$ cat src/rtl/pipeline_pkg.sv
// Shared RV32 pipeline constants: funct3 access encodings, ResultSrc encodings
// and the memory-stage LSU state type.
package pipeline_pkg;

    localparam logic [2:0] F3_LB  = 3'b000;
    localparam logic [2:0] F3_LH  = 3'b001;
    localparam logic [2:0] F3_LW  = 3'b010;
    localparam logic [2:0] F3_LBU = 3'b100;
    localparam logic [2:0] F3_LHU = 3'b101;
    localparam logic [2:0] F3_SB  = 3'b000;
    localparam logic [2:0] F3_SH  = 3'b001;
    localparam logic [2:0] F3_SW  = 3'b010;

    localparam logic [1:0] RES_ALU = 2'b00;
    localparam logic [1:0] RES_MEM = 2'b01;
    localparam logic [1:0] RES_PC4 = 2'b10;

    typedef enum logic [1:0] {
        LSU_IDLE,
        LSU_REQ,
        LSU_WAIT,
        LSU_DONE
    } lsu_state_e;

    typedef enum logic [1:0] {
        SZ_BYTE,
        SZ_HALF,
        SZ_WORD
    } access_size_e;

    // Unlisted funct3 values fall back to a word access.
    function automatic access_size_e decode_size(input logic [2:0] funct3, input logic store);
        access_size_e size;
        size = SZ_WORD;
        if (store) begin
            if (funct3 == F3_SB)      size = SZ_BYTE;
            else if (funct3 == F3_SH) size = SZ_HALF;
        end else begin
            if (funct3 == F3_LB || funct3 == F3_LBU)      size = SZ_BYTE;
            else if (funct3 == F3_LH || funct3 == F3_LHU) size = SZ_HALF;
        end
        return size;
    endfunction

    function automatic logic is_misaligned(input access_size_e size, input logic [1:0] offset);
        return (size == SZ_HALF && offset[0]) || (size == SZ_WORD && offset != 2'b00);
    endfunction

endpackage

$ cat src/rtl/lsu_align.sv
// Combinational store lane replication / byte-strobe generation and
// load byte/halfword extraction with sign or zero extension.
module lsu_align
    import pipeline_pkg::*;
(
    input  logic [1:0]  st_offset,
    input  logic [2:0]  st_funct3,
    input  logic        st_store,
    input  logic [31:0] st_data,
    output logic [31:0] st_lane_data,
    output logic [3:0]  st_strb,
    input  logic [1:0]  ld_offset,
    input  logic [2:0]  ld_funct3,
    input  logic [31:0] ld_word,
    output logic [31:0] ld_data
);

    access_size_e st_size;
    access_size_e ld_size;
    logic [7:0]   ld_byte;
    logic [15:0]  ld_half;

    always_comb begin
        st_size      = decode_size(st_funct3, 1'b1);
        st_lane_data = st_data;
        st_strb      = 4'b1111;
        case (st_size)
            SZ_BYTE: begin
                st_lane_data = {4{st_data[7:0]}};
                st_strb      = 4'b0001 << st_offset;
            end
            SZ_HALF: begin
                st_lane_data = {2{st_data[15:0]}};
                st_strb      = 4'b0011 << {st_offset[1], 1'b0};
            end
            default: ;
        endcase
        if (!st_store) st_strb = '0;
    end

    // funct3[2] set selects the unsigned (LBU/LHU) variants.
    always_comb begin
        ld_size = decode_size(ld_funct3, 1'b0);
        ld_byte = ld_word[{ld_offset, 3'b000} +: 8];
        ld_half = ld_offset[1] ? ld_word[31:16] : ld_word[15:0];
        case (ld_size)
            SZ_BYTE: ld_data = {{24{ld_byte[7] & ~ld_funct3[2]}}, ld_byte};
            SZ_HALF: ld_data = {{16{ld_half[15] & ~ld_funct3[2]}}, ld_half};
            default: ld_data = ld_word;
        endcase
    end

endmodule

$ cat src/rtl/mem_stage_lsu.sv
// Memory-stage load/store unit: issues one valid/ready bus request per aligned
// access, stalls the pipeline until completion and returns extended load data.
module mem_stage_lsu
    import pipeline_pkg::*;
#(
    parameter int DATA_WIDTH = 32,
    parameter int ADDR_WIDTH = 32
) (
    input  logic                  clk,
    input  logic                  rst_n,
    input  logic [ADDR_WIDTH-1:0] M_ALUResult,
    input  logic [DATA_WIDTH-1:0] M_WriteData,
    input  logic                  M_MemWrite,
    input  logic [1:0]            M_ResultSrc,
    input  logic [2:0]            M_Funct3,
    output logic [DATA_WIDTH-1:0] M_ReadData,
    output logic                  M_Stall,
    output logic                  M_Misaligned,
    output logic                  req_valid,
    input  logic                  req_ready,
    output logic                  req_we,
    output logic [ADDR_WIDTH-1:0] req_addr,
    output logic [DATA_WIDTH-1:0] req_wdata,
    output logic [3:0]            req_wstrb,
    input  logic                  rsp_valid,
    input  logic [DATA_WIDTH-1:0] rsp_rdata
);

    lsu_state_e            state;
    lsu_state_e            next_state;
    logic                  mem_op;
    logic                  misaligned;
    logic                  start;
    logic [2:0]            funct3_q;
    logic [1:0]            offset_q;
    logic [DATA_WIDTH-1:0] lane_data;
    logic [DATA_WIDTH-1:0] load_ext;
    logic [DATA_WIDTH-1:0] rdata_q;
    logic [3:0]            strb;

    // A store takes priority when both store and load are flagged.
    assign mem_op     = M_MemWrite || (M_ResultSrc == RES_MEM);
    assign misaligned = mem_op && is_misaligned(decode_size(M_Funct3, M_MemWrite), M_ALUResult[1:0]);
    assign M_ReadData = M_Misaligned ? '0 : rdata_q;

    lsu_align u_align (
        .st_offset    (M_ALUResult[1:0]),
        .st_funct3    (M_Funct3),
        .st_store     (M_MemWrite),
        .st_data      (M_WriteData),
        .st_lane_data (lane_data),
        .st_strb      (strb),
        .ld_offset    (offset_q),
        .ld_funct3    (funct3_q),
        .ld_word      (rsp_rdata),
        .ld_data      (load_ext)
    );

    always_ff @(posedge clk or negedge rst_n) begin
        if (!rst_n) state <= LSU_IDLE;
        else        state <= next_state;
    end

    always_comb begin
        next_state   = state;
        M_Stall      = 1'b0;
        M_Misaligned = 1'b0;
        start        = 1'b0;
        case (state)
            LSU_IDLE: begin
                if (mem_op) begin
                    if (misaligned) begin
                        M_Misaligned = 1'b1;
                    end else begin
                        start      = 1'b1;
                        M_Stall    = 1'b1;
                        next_state = LSU_REQ;
                    end
                end
            end
            LSU_REQ: begin
                M_Stall = 1'b1;
                if (req_valid && req_ready) next_state = req_we ? LSU_DONE : LSU_WAIT;
            end
            LSU_WAIT: begin
                M_Stall = 1'b1;
                if (rsp_valid) next_state = LSU_DONE;
            end
            LSU_DONE: next_state = LSU_IDLE;
            default:  next_state = LSU_IDLE;
        endcase
        if (!rst_n) begin
            M_Stall      = 1'b0;
            M_Misaligned = 1'b0;
        end
    end

    always_ff @(posedge clk or negedge rst_n) begin
        if (!rst_n) begin
            req_valid <= 1'b0;
            req_we    <= 1'b0;
            req_addr  <= '0;
            req_wdata <= '0;
            req_wstrb <= '0;
            funct3_q  <= '0;
            offset_q  <= '0;
            rdata_q   <= '0;
        end else begin
            if (start) begin
                req_valid <= 1'b1;
                req_we    <= M_MemWrite;
                req_addr  <= {M_ALUResult[ADDR_WIDTH-1:2], 2'b00};
                req_wdata <= lane_data;
                req_wstrb <= strb;
                funct3_q  <= M_Funct3;
                offset_q  <= M_ALUResult[1:0];
            end else if (state == LSU_REQ && req_ready) begin
                req_valid <= 1'b0;
            end
            if (state == LSU_WAIT && rsp_valid) rdata_q <= load_ext;
        end
    end

endmodule

$ cat config.mk
export PLATFORM = sky130hd
export DESIGN_NAME = mem_stage_lsu
export DESIGN_NICKNAME = d
export VERILOG_FILES = /design/src/rtl/pipeline_pkg.sv /design/src/rtl/lsu_align.sv /design/src/rtl/mem_stage_lsu.sv
export SDC_FILE = /design/constraint.sdc
export NUM_CORES = 1
export LEC_CHECK = 0
export CAP_MARGIN = 0
export CORE_ASPECT_RATIO = 1.4
export CORE_UTILIZATION = 40
export CTS_CLUSTER_DIAMETER = 150
export DETAILED_ROUTE_END_ITERATION = 16
export GPL_ROUTABILITY_DRIVEN = 0
export PLACE_DENSITY_LB_ADDON = 0.12
export SYNTH_ARGS = -nofsm -noshare
export SYNTH_HDL_FRONTEND = slang
export SYNTH_SLANG_ARGS = --single-unit
$ cat constraint.sdc
create_clock -name clk -period 4.9 [get_ports clk]
set_input_delay 0.98 -clock clk [delete_from_list [all_inputs] [get_ports clk]]
set_output_delay 0.98 -clock clk [all_outputs]
set_load 0.1 [all_outputs]
==> results of run 1 <==
[placed cells by master, fill, tap and decap left out, drive strengths merged, types with 2 or more instances in the layout]
cell type,Yosys,layout
nor3,2,2
clkbuf,19,11
dfrtp,107,107
clkinvlp,0,3
nor3b,4,4
nand4,3,3
mux2i,28,28
ha,5,5
o21ai,67,67
nand2,66,66
nand3,23,23
conb,1,2
a22o,5,5
nor2b,34,34
clkdlybuf4s50,0,172
and2b,6,6
mux2,49,49
o221ai,5,5
a21oi,26,26
nand3b,3,3
a31oi,3,3
inv,11,11
nor2,21,21
buf,21,43
nand2b,8,8
[worst min-delay path by stage]
| stage | start | depth (start not counted) | to | slack, ns |
|---|---|---|---|---|
| 2_1_floorplan | rdata_q[1]$_DFFE_PN0P_ | 2 | rdata_q[1]$_DFFE_PN0P_ | 0.44 |
| 3_3_place_gp | rdata_q[6]$_DFFE_PN0P_ | 2 | rdata_q[6]$_DFFE_PN0P_ | 0.46 |
| 6_report | rdata_q[4]$_DFFE_PN0P_ | 2 | rdata_q[4]$_DFFE_PN0P_ | 0.48 |
| 5_1_grt | req_wdata[12]$_DFFE_PN0P_ | 2 | req_wdata[12]$_DFFE_PN0P_ | 0.50 |
| 3_5_place_dp | rdata_q[4]$_DFFE_PN0P_ | 2 | rdata_q[4]$_DFFE_PN0P_ | 0.47 |
| 4_1_cts | rdata_q[4]$_DFFE_PN0P_ | 2 | rdata_q[4]$_DFFE_PN0P_ | 0.48 |
[through the flow]
stage / setup slack [ns] / instance area, sq um / utilization (%)
2_1_floorplan: 0.620 / 5540 / -
3_3_place_gp: 0.985 / 8030 / 59.7
3_5_place_dp: 0.922 / 8030 / 59.7
4_1_cts: 0.920 / 8300 / 61.7
5_1_grt: 0.813 / 8300 / 61.7
6_report: 0.911 / 8300 / 61.7
[power by group through the flow]
| stage | Clock (W) | Sequential [W] | Combinational, W |
|---|---|---|---|
| 2_1_floorplan | 0 | 0.000900 | 0.0000504 |
| 3_3_place_gp | 0 | 0.000900 | 0.000174 |
| 3_5_place_dp | 0 | 0.000900 | 0.000177 |
| 4_1_cts | 0.000694 | 0.000882 | 0.000178 |
| 5_1_grt | 0.000727 | 0.000882 | 0.000190 |
| 6_report | 0.000676 | 0.000883 | 0.000176 |
[critical path, cell delays in order]
cell	delay (ns)
clkdlybuf4s50_1	0.62
a221oi_2	0.47
o221ai_4	0.27
nor2b_1	0.22
nor3b_2	0.22
buf_12	0.21
[layer usage]
layer,global-route usage (%),up-vias
met5,0,-
met4,7.78,0
met3,6.40,12
met2,39.8,160
met1,26.4,2283
li1,-,2196
[synth_stat cells (2+ instances only)]
master,number,area share [%]
mux2_4,40,11
nor2_1,20,1.4
o21ai_0,67,6.1
and2b_1,6,0.81
nand2_1,66,4.5
ha_1,5,1.1
nand2b_1,8,0.90
a22o_1,5,0.79
mux2_2,9,1.8
a21oi_1,26,2.4
nor3b_1,4,0.54
mux2i_1,28,5.1
nand3_1,23,2.1
nand3b_1,3,0.41
nand4_1,3,0.34
buf_4,2,0.27
nor2b_1,34,3.8
buf_6,7,1.4
buf_2,11,0.99
inv_1,11,0.75
dfrtp_1,107,48
a31oi_1,3,0.34
clkbuf_1,19,1.3
o221ai_1,4,0.63
[state kept, by name, summed over array words and instances, names as in the netlist, 2 cells and up]
name	count
state	2
req_wstrb	4
req_wdata	32
req_addr	30
funct3_q	3
rdata_q	32
offset_q	2
[cell families (layout without fill, tap and decap cells)]
| logic type | count (synthesis) | in the layout |
|---|---|---|
| DFF | 107 | 107 |
| adders and majority gates | 5 | 5 |
| and+or+nand+nor | 173 | 173 |
| other | 1 | 2 |
| AOI/OAI and AO/OA | 114 | 114 |
| buffers and inverters | 51 | 241 |
| muxes | 78 | 78 |
[layout make-up]
cell class                      count  area [sq um]
Fill cell                        1143          5150
Timing Repair Buffer              215          2470
Clock inverter                      4          27.5
Tap cell                          182           228
Multi-Input combinational cell    372          2620
Inverter                           11          41.3
Clock buffer                       11           243
Sequential cell                   107          2680
==> key figures, run 1 <==
Die
  • Boundary Pins: 210
  • Die Wd: 101 um
  • Rows: 50
  • Core area: 0.0135 sq mm
  • Die area: 0.0143 sq mm
  • Die height: 141 um
  • Initial Util: 41.1%

Timing
  • Unrepaired setup endpoints after global routing: no
  • Setup TNS: 0 ns
  • Tightest Pin Transition: 1.13 ns
  • Hold Slack: 0.478 ns
  • Final worst-path cycle share: 81.4%
  • Final Slew Violations: 0
  • Max Clock Skew: 0.00808 ns
  • Clock period minus final worst setup slack: 3.99 ns
  • Relative slew slack: 24.4%
  • Final setup fails: 0
  • Highest clock rate: 251 MHz
  • Hold Fails Final Rpt: 0

Power and ir drop
  • Sequential Power Share: 50.9%
  • PnR Total Power: 0.00173 W
  • Switching Fraction: 23.1%
  • Internal power: 0.00133 W
  • PD cells: 209 mW/mm^2
  • P_sw: 0.000400 W
  • Peak supply drop: 146 uV
  • Clock power share: 39.0%
  • Combinational Power Share: 10.2%
  • Total leakage power: 3.80 nW

Worst setup path
  • Worst setup EP type: output port
  • CP Data Required Time: 3.92 ns
  • Critical Path End: M_Stall
  • Critical Path Source Type: input port
  • Worst R2R Setup Slack: 2.36 ns
  • Worst r2r dst: req_addr[30]$_DFFE_PN0P_
  • Crit Path Max Fanout: 10
  • Crit. Startpoint: M_MemWrite
  • Worst R2R Start: state[0]$_DFFE_PN0P_
  • Cell depth of the worst flop-to-flop path: 5
  • Arrival time at the worst endpoint: 3.01 ns
  • Critical path type: in2out

Drt
  • Pre-antenna DRT Iters: 5
  • Met3 Routed Length: 1100 um
  • Wire length on met1: 5950 um
  • Highest routed layer: met4
  • Mean routed wirelength per cell: 17.5 um
  • Routed WL: 15800 um
  • Number of remaining DRC errors: 0
  • First DRT Iteration DRCs: 156
  • Met2 WL: 8530 um
  • DR vias/cell: 5.16
  • Post-DRT Antenna Nets: 0
  • Vias: 4651

Global route
  • First-pass GRT wire length: 24900 um
  • Number of global-route vias before repair: 4720
  • Largest net degree at the start of global routing: 95
  • Global-route usage over all layers: 22.8%
  • Initial antenna violation count: 0
  • Grt ovf: 0

Layout
  • Fin cells: 902
  • Share of cells above drive strength 1: 15.8%
  • # diodes: 0
  • Nets: 827
  • Area Growth Syn to Fin: 50.0%

Clocking
  • Post-CTS Setup Inserts: 0
  • Sink Count: 107
  • Worst-Skew Late Latency: 0.34 ns
  • Clock slew at reported path FFs: 0.07 ns
  • TritonCTS clock tree: done
  • Root buffer cell: clkbuf_16
  • Num CTS Buffers: 9
  • Max clock buf depth: 2
  • Cts repair resizes: 0
  • Cts hold-fix bufs: 0
  • Clock H-tree levels: 3

Synthesis
  • Post-synthesis cell count: 529
  • Predominant post-synthesis flop cell: dfrtp_1
  • Synth Area in XOR/XNOR: 0%
  • Syn_area_per_cell: 10.5 sq um
  • Register bit total from synthesis: 107
  • Ys async rst share: 100%
  • Distinct cell type count after synthesis: 42
  • Post-Synth Adder-Cell Area: 1.13%
  • Mapped cell area: 0.00553 sq mm
  • Yosys warnings: 0
  • Post-synthesis sequential area ratio: 48.4%
  • Mux share of post-synthesis cell area: 18.2%
  • Largest family of logic cells by synthesized area: multiplexers
  • EDFF count, synth: 0
  • Post-synthesis simple-gate area fraction: 15.6%
  • Synth Area in Compound Gates: 11.8%

Place
  • Placed cells: 887
  • Port bufs: 207
  • Final HPWL DP: 11800 um

Status
  • Outcome: finished clean

Flow run
  • Max Cap Viol: 0

Hold path
  • Min-delay worst type: reg2reg
Note: power is estimated with default switching activity, not from simulation.
==> run 2: changes to the inputs <==
==> constraint.sdc (replaced) <==
create_clock -name clk -period 3.9 [get_ports clk]
set_input_delay 0.78 -clock clk [delete_from_list [all_inputs] [get_ports clk]]
set_output_delay 0.78 -clock clk [all_outputs]
set_load 0.1 [all_outputs]
==> run 2 against run 1 <==
Compared with the run above:
- final cell count rose by 0.11%
- first-iteration DRC count fell by 22%
- register-to-register slack got worse by 0.72 ns
- global-route usage up 0.45 points
- sequential power grew 26%
- power up 33%
==> key figures, run 2 (synthesis results as in run 1) <==
Layout
  • Share of cells above drive strength 1: 16.0% (was 15.8%)
  • Commonest cells after routing, fill and taps aside: 172 x clkdlybuf4s50_1, 107 x dfrtp_1, 67 x o21ai_0, 66 x nand2_1, 40 x mux2_4 (unchanged)
  • Area Growth Syn to Fin: 51.3% (was 50.0%)
  • Commonest non-fill, non-tap cell in the layout: clkdlybuf4s50_1 (unchanged)
  • Nets: 828 (was 827)
  • # diodes: 0 (unchanged)
  • Regs by FF count: rdata_q x32, req_wdata x32, req_addr x30 (unchanged)
  • FILL cells: 1122 (was 1143)

Drt
  • DR vias/cell: 5.11 (was 5.16)
  • Number of remaining DRC errors: 0 (unchanged)
  • Mean routed wirelength per cell: 17.9 um (was 17.5 um)
  • Routed WL: 16100 um (was 15800 um)
  • Post-DRT Antenna Nets: 0 (unchanged)
  • Pre-antenna DRT Iters: 4 (was 5)
  • First DRT Iteration DRCs: 122 (was 156)
  • Vias: 4618 (was 4651)

Worst setup path
  • Critical Path Source Type: input port (unchanged)
  • Worst setup EP type: output port (unchanged)
  • Arrival time at the worst endpoint: 2.67 ns (was 3.01 ns)
  • Critical path type: in2out (unchanged)
  • Crit Path Max Fanout: 33 (was 10)
  • Delay of the slowest critical-path stage: 0.61 ns (was 0.62 ns)
  • Crit path max-delay family: buffers and inverters (unchanged)
  • CP Data Required Time: 3.12 ns (was 3.92 ns)
  • Slowest-stage cell, CP: clkdlybuf4s50_1 (unchanged)
  • Crit-path cells: clkdlybuf4s50_1, a221oi_2, nor3_2, buf_4, and2b_1, buf_12 (was clkdlybuf4s50_1, a221oi_2, o221ai_4, nor2b_1, nor3b_2, buf_12)
  • WP buf/inv: 3 (was 2)
  • Worst R2R Setup Slack: 1.64 ns (was 2.36 ns)

Die
  • Initial Util: 41.1% (unchanged)
  • Die Wd: 101 um (unchanged)
  • Die height: 141 um (unchanged)
  • Boundary Pins: 210 (unchanged)
  • Die area: 0.0143 sq mm (unchanged)
  • Core area: 0.0135 sq mm (unchanged)
  • Rows: 50 (unchanged)

Place
  • Final HPWL DP: 12000 um (was 11800 um)
  • Port bufs: 207 (unchanged)

Power and ir drop
  • Total leakage power: 3.84 nW (was 3.80 nW)
  • PD cells: 276 mW/mm^2 (was 209 mW/mm^2)
  • Peak supply drop: 184 uV (was 146 uV)

Clocking
  • Root buffer cell: clkbuf_16 (unchanged)
  • Sink Count: 107 (unchanged)
  • Max clock buf depth: 2 (unchanged)
  • Num CTS Buffers: 9 (unchanged)
  • Cts repair resizes: 0 (unchanged)
  • Worst-Skew Late Latency: 0.34 ns (about the same)
  • TritonCTS clock tree: done (unchanged)
  • Cts hold-fix bufs: 0 (unchanged)
  • Post-CTS Setup Inserts: 0 (unchanged)
  • Clock slew at reported path FFs: 0.07 ns (about the same)
  • Clock H-tree levels: 3 (unchanged)

Global route
  • Number of global-route vias before repair: 5068 (was 4720)
  • Global-route usage over all layers: 23.2% (was 22.8%)
  • First-pass GRT wire length: 25700 um (was 24900 um)
  • Grt ovf: 0 (unchanged)
  • Largest net degree at the start of global routing: 103 (was 95)
  • Initial antenna violation count: 0 (unchanged)

Timing
  • Max Clock Skew: 0.00763 ns (was 0.00808 ns)
  • Clock period minus final worst setup slack: 3.45 ns
  • Final worst-path cycle share: 88.5%
  • Relative slew slack: 31.9% (was 24.4%)
  • Final setup fails: 0 (unchanged)
  • Final Slew Violations: 0 (unchanged)
  • Unrepaired setup endpoints after global routing: no (unchanged)
  • Setup TNS: 0 ns (unchanged)
  • Tightest Pin Transition: 1.02 ns (was 1.13 ns)
  • Hold Fails Final Rpt: 0 (unchanged)
  • Hold Slack: 0.482 ns (was 0.478 ns)
  • Highest clock rate: 290 MHz

Hold path
  • Min-delay worst type: reg2reg (unchanged)

Flow run
  • Max Cap Viol: 0 (unchanged)

Status
  • Outcome: finished clean (unchanged)
-- run 2: metal layers --
metal | up-vias | part of all wire (%) | GRT usage (%)
met5 | - | 0 | 0
met4 | 0 | 3.2 | 9.92
met3 | 29 | 6.3 | 5.65
met2 | 168 | 53 | 41.4
met1 | 2224 | 38 | 25.9
li1 | 2197 | - | -
-- run 2: layout make-up --
class	instances	area (sq um)	area share, %
Sequential cell	107	2680	32.0
Multi-Input combinational cell	372	2620	31.3
Timing Repair Buffer	216	2490	29.7
Clock buffer	11	243	2.90
Tap cell	182	228	2.72
Clock inverter	4	75.1	0.897
Inverter	11	41.3	0.493
-- run 2: final timing paths --
kind	cells after the start	to	from
setup / recovery	6	M_ReadData[31]	M_MemWrite
hold / removal	2	rdata_q[2]$_DFFE_PN0P_	rdata_q[2]$_DFFE_PN0P_
setup reg to reg	7	rdata_q[31]$_DFFE_PN0P_	state[0]$_DFFE_PN0P_
hold reg to reg	2	rdata_q[2]$_DFFE_PN0P_	rdata_q[2]$_DFFE_PN0P_
max in group asynchronous	3	rdata_q[4]$_DFFE_PN0P_	rst_n
min in group asynchronous	2	req_addr[7]$_DFFE_PN0P_	rst_n
-- run 2: report_power, final --
| part | total [W] | internal (W) | switching (W) |
|---|---|---|---|
| Sequential | 0.00111 | 0.00111 | 0 |
| Clock | 0.000977 | 0.000578 | 0.000400 |
| Combinational | 0.000222 | 0.000121 | 0.000100 |
-- run 2: through the flow --
step	setup WS (ns)	power (W)	instance area [sq um]	util, %	std cells
final	0.449	0.00231	8370	62.2	903
after global placement	0.501	0.00135	8050	59.9	888
after CTS	0.438	0.00233	8370	62.2	903
after detailed placement	0.441	0.00135	8050	59.9	888
after global routing	0.352	0.00239	8370	62.2	903
after floorplan	0.0204	0.00119	5540	-	530
-- run 2: tightest hold or removal path, delay by kind of cell (launching register included) --
| family | cells | cell delay (ns) |
|---|---|---|
| flops | 1 | 0.34 |
| compound gates | 1 | 0.06 |
| simple gates | 1 | 0.04 |
